### src/rtl/seq_shift_add_mult.sv
// Sequential shift-add unsigned multiplier: one partial product per cycle, valid/ready on both sides.
// Optional macro SEQ_MULT_EARLY_TERM_EN stops iterating once the remaining multiplier bits are all zero.
module seq_shift_add_mult #(
  parameter int WIDTH = 8,
  parameter int CNT_W = $clog2(WIDTH + 1)
) (
  input  logic               clk,
  input  logic               rst,
  input  logic               in_valid,
  output logic               in_ready,
  input  logic [WIDTH-1:0]   A,
  input  logic [WIDTH-1:0]   B,
  output logic               out_valid,
  input  logic               out_ready,
  output logic [2*WIDTH-1:0] P,
  output logic               busy
);

  typedef enum logic [1:0] {IDLE, CALC, DONE} state_t;

  state_t               r_state;
  state_t               w_state_nxt;
  logic [2*WIDTH-1:0]   r_acc;
  logic [2*WIDTH-1:0]   r_mcand;
  logic [2*WIDTH-1:0]   r_p;
  logic [2*WIDTH-1:0]   w_acc_sum;
  logic [WIDTH-1:0]     r_mplier;
  logic [WIDTH-1:0]     w_mplier_sh;
  logic [CNT_W-1:0]     r_cnt;
  logic                 r_in_ready;
  logic                 r_out_valid;
  logic                 r_busy;
  logic                 w_accept;
  logic                 w_last;

  always_comb begin
    w_state_nxt = r_state;
    w_accept    = 1'b0;
    w_mplier_sh = r_mplier >> 1;
    w_acc_sum   = r_acc + (r_mplier[0] ? r_mcand : '0);
`ifdef SEQ_MULT_EARLY_TERM_EN
    w_last      = (r_cnt == CNT_W'(WIDTH - 1)) || (w_mplier_sh == '0);
`else
    w_last      = (r_cnt == CNT_W'(WIDTH - 1));
`endif
    case (r_state)
      IDLE: begin
        w_accept = in_valid & r_in_ready;
        if (w_accept) w_state_nxt = CALC;
      end
      CALC: begin
        if (w_last) w_state_nxt = DONE;
      end
      DONE: begin
        if (r_out_valid && out_ready) w_state_nxt = IDLE;
      end
      default: w_state_nxt = IDLE;
    endcase
  end

  // Handshake outputs are registered from the next state so they line up with it.
  always_ff @(posedge clk) begin
    if (rst) begin
      r_state     <= IDLE;
      r_acc       <= '0;
      r_mcand     <= '0;
      r_mplier    <= '0;
      r_cnt       <= '0;
      r_p         <= '0;
      r_in_ready  <= 1'b0;
      r_out_valid <= 1'b0;
      r_busy      <= 1'b0;
    end else begin
      r_state     <= w_state_nxt;
      r_in_ready  <= (w_state_nxt == IDLE);
      r_out_valid <= (w_state_nxt == DONE);
      r_busy      <= (w_state_nxt != IDLE);
      case (r_state)
        IDLE: begin
          if (w_accept) begin
            r_mcand  <= {{WIDTH{1'b0}}, A};
            r_mplier <= B;
            r_acc    <= '0;
            r_cnt    <= '0;
          end
        end
        CALC: begin
          r_acc    <= w_acc_sum;
          r_mcand  <= r_mcand << 1;
          r_mplier <= w_mplier_sh;
          r_cnt    <= r_cnt + CNT_W'(1);
          if (w_last) r_p <= w_acc_sum;
        end
        default: ;
      endcase
    end
  end

  assign in_ready  = r_in_ready;
  assign out_valid = r_out_valid;
  assign busy      = r_busy;
  assign P         = r_p;

endmodule

### config.mk
export PLATFORM = sky130hd
export DESIGN_NAME = seq_shift_add_mult
export DESIGN_NICKNAME = d
export VERILOG_FILES = /design/src/rtl/seq_shift_add_mult.sv
export SDC_FILE = /design/constraint.sdc
export NUM_CORES = 1
export LEC_CHECK = 0
export CORE_ASPECT_RATIO = 1.4
export CORE_MARGIN = 2
export CORE_UTILIZATION = 38
export DETAILED_ROUTE_END_ITERATION = 10
export GPL_ROUTABILITY_DRIVEN = 0
export SYNTH_ARGS = -nofsm -noshare
export SYNTH_HDL_FRONTEND = slang
export SYNTH_SLANG_ARGS = --single-unit
### constraint.sdc
create_clock -name clk -period 3.35 [get_ports clk]
set_input_delay 1.005 -clock clk [delete_from_list [all_inputs] [get_ports clk]]
set_output_delay 1.005 -clock clk [all_outputs]
set_load 0.05 [all_outputs]
==> qor.yml <==
timing:
  hold-worst-slack_ns: 0.453
  finalCriticalPeriod_ns: 2.87
  setup_violations: 0
  timing.final.max_slew_violations: 0
  fmax_ghz: 0.349
  slew_headroom_pct: 43.1
  rsz0062_at_grt: "no"
  post-route-period-util_pct: 85.6
  final_hold_viol_count: 0
  fin_worst_skew_ns: 0.00838
  fin_ws_ns: 0.481
  tns_ns: 0
  tightest_slew_ns: 0.851
detailed_routing:
  ant_nets: 0
  viasPerCell: 5.56
  dr_total_vias: 2960
  wire_per_inst_um: 15.9
  drc: 0
  drt_iter0_drc: 190
  wirelength_um: 8470
  drtPass1Iterations: 5
layout:
  final_area_mm2: 0.00411
  area_growth_pct: 22.8
  antenna_cells: 0
  fin_nets: 459
  stdcell_count: 532
  fillers: 845
  seqCellArea_mm2: 0.00130
  drive_gt1_share_pct: 8.20
  multi_input_area_mm2: 0.00191
cts:
  post-cts-setup-buffers: 0
  numCtsBuffers: 9
  cts-htree-levels: 3
  cts_root_buffer: "clkbuf_16"
  ctsHoldBuffers: 0
  path_clk_slew_ns: 0.06
  clk_latency_ns: 0.34
  clk_path_buf_depth: 2
  cts_resized: 0
  cts_tree: "done"
  clkSinkCount: 65
min_path:
  hold_path_class: "reg2reg"
  hold_end: "P[12]"
  hold_path_depth: 2
  min_from: "P[12]"
global_routing:
  grt_overflow_total: 0
  use_met1_pct: 19.8
  grt_util_met2_pct: 33.1
  grt_util_all_layers_pct: 18.3
  met3_usage_pct: 3.45
  grt_pass1_wl_um: 13800
  top_usage_layer: "met2"
  grt_max_degree: 28
  antenna_found_initial: 0
  grt_pass1_vias: 2888
power:
  p_per_area_mw_per_mm2: 480
  p_leak_nw: 1.59
  peakVddDrop_v: 0.000258
setup_path:
  cpPeakStageDelay_ns: 0.59
  crit_path_end_kind: "register"
  cp.required_ns: 3.58
  worstReg2RegStart: "r_mplier[0]"
  crit_chain: "and2_1 > ha_1 > fa_1 > a211oi_2 > nor4b_2 > nor3_1 > nor4_1 > a211o_1"
  r2r_setup_slack_ns: 0.48
  reg2reg_depth: 8
  timing.rr.end: "P[10]"
  cp-start-kind: "register"
  cp_max_fo: 18
  cp.arrival_ns: 3.10
  cp_slowest_cell: "nor3_1"
  crit_type: "reg2reg"
placed_design:
  placed_area_mm2: 0.00378
  post-place-ws_ns: 0.402
  placed_cells: 516
  io_buffers: 38
  post-dp-hpwl_um: 6290
run_status:
  status: "complete, no violations"
floorplanning:
  start_util_pct: 39.1
  rows: 40
  ioPinCount: 39
  coreArea_mm2: 0.00856
  dieHeight_um: 115
  die_w_um: 83.3
  die_area_mm2: 0.00958
logic_synthesis:
  synth_edf_count: 0
  async_reset_ff_share_pct: 0
  synth.area.top_cells: "dfxtp_1, ha_1, nor2_1"
  avgSynthCellArea_um2: 8.51
  ys_seq_area_share_pct: 38.9
  synth_area_leader_cell: "dfxtp_1"
  yosysWarnings: 0
  syn-cell-area_mm2: 0.00335
  synth_common_cells: "dfxtp_1, nor2_1, nand2_1"
  synth_most_common_cell: "dfxtp_1"
  synth_ff_type: "dfxtp_1"
  ys_ff_latch: 65
  synthesis.nets: 430
  synth_top_area_share_pct: 38.9
  ys_types: 59
  synth_cells: 393
job:
  cap_violations: 0
[stage by stage]
stage	power (mW)	utilization (%)
2_1_floorplan	0.905	-
3_3_place_gp	0.959	44.2
3_5_place_dp	0.962	44.2
4_1_cts	1.99	48.0
5_1_grt	2.04	48.0
6_report	1.97	48.0
[worst max-delay path by stage]
stage           startpoint   endpoint  slack, ns
2_1_floorplan  r_mplier[0]      P[10]       0.95
3_3_place_gp           rst  r_acc[14]       0.49
3_5_place_dp           rst  r_acc[12]       0.40
4_1_cts        r_mplier[0]      P[10]       0.47
5_1_grt        r_mplier[0]      P[10]       0.36
6_report       r_mplier[0]      P[10]       0.48
[report_power, final]
group | switching, mW | internal, mW
Sequential | 0.0174 | 0.793
Combinational | 0.0795 | 0.0525
Clock | 0.373 | 0.658
Total | 0.469 | 1.50
[layout make-up]
cell class | instances | area share, %
flip-flops and latches | 65 | 31.7
clock buffers | 9 | 5.48
well taps | 105 | 3.20
multi-input cells | 297 | 46.4
clock inverters | 7 | 2.50
inverters | 6 | 0.548
repair buffers | 43 | 10.2
[flip-flops by register name, summed over array words and instances, names as in the netlist]
register,cells
busy,1
out_valid,1
in_ready,1
r_mplier,8
r_cnt,4
r_state,2
r_mcand,16
r_acc,16
P,16
[routing by layer]
layer	vias up	routed length (µm)
li1	1493	-
met3	21	315
met2	68	4260
met4	0	362
met1	1378	3530
met5	-	0
[placed cells by master, fill, tap and decap left out, drive strengths merged, types with 4 or more instances in the layout]
cell and count:
nand4 4, a22oi 13, o211ai 4, a211oi 11
nor2 50, and3 6, ha 16, inv 8
nand3 4, buf 5, a222oi 7, clkbuf 9
and2 17, or2 4, xor2 7, a21oi 27
o21ai 27, o31ai 5, nor3 11, dfxtp 65
a21o 6, nand2 40, clkdlybuf4s50 38
[worst max-delay path: cells and delay by family (launching register included)]
family / cells / cell delay, ns
simple gates: 4 / 1.03
flops: 1 / 0.46
fa+ha+maj: 2 / 0.70
compound gates: 2 / 0.55
[logic make-up (layout without fill, tap and decap cells)]
| kind of cell | after synthesis | count (layout) | synth area share, % |
|---|---|---|---|
| and+or+nand+nor | 148 | 148 | 20.9 |
| AOI/OAI and AO/OA | 121 | 121 | 26.5 |
| DFF | 65 | 65 | 38.9 |
| buffers and inverters | 31 | 65 | 4.11 |
| adders and majority gates | 17 | 17 | 6.58 |
| xor gates and xnor gates | 9 | 9 | 2.36 |
| muxes | 2 | 2 | 0.598 |
(Power assumes the default switching activity.)
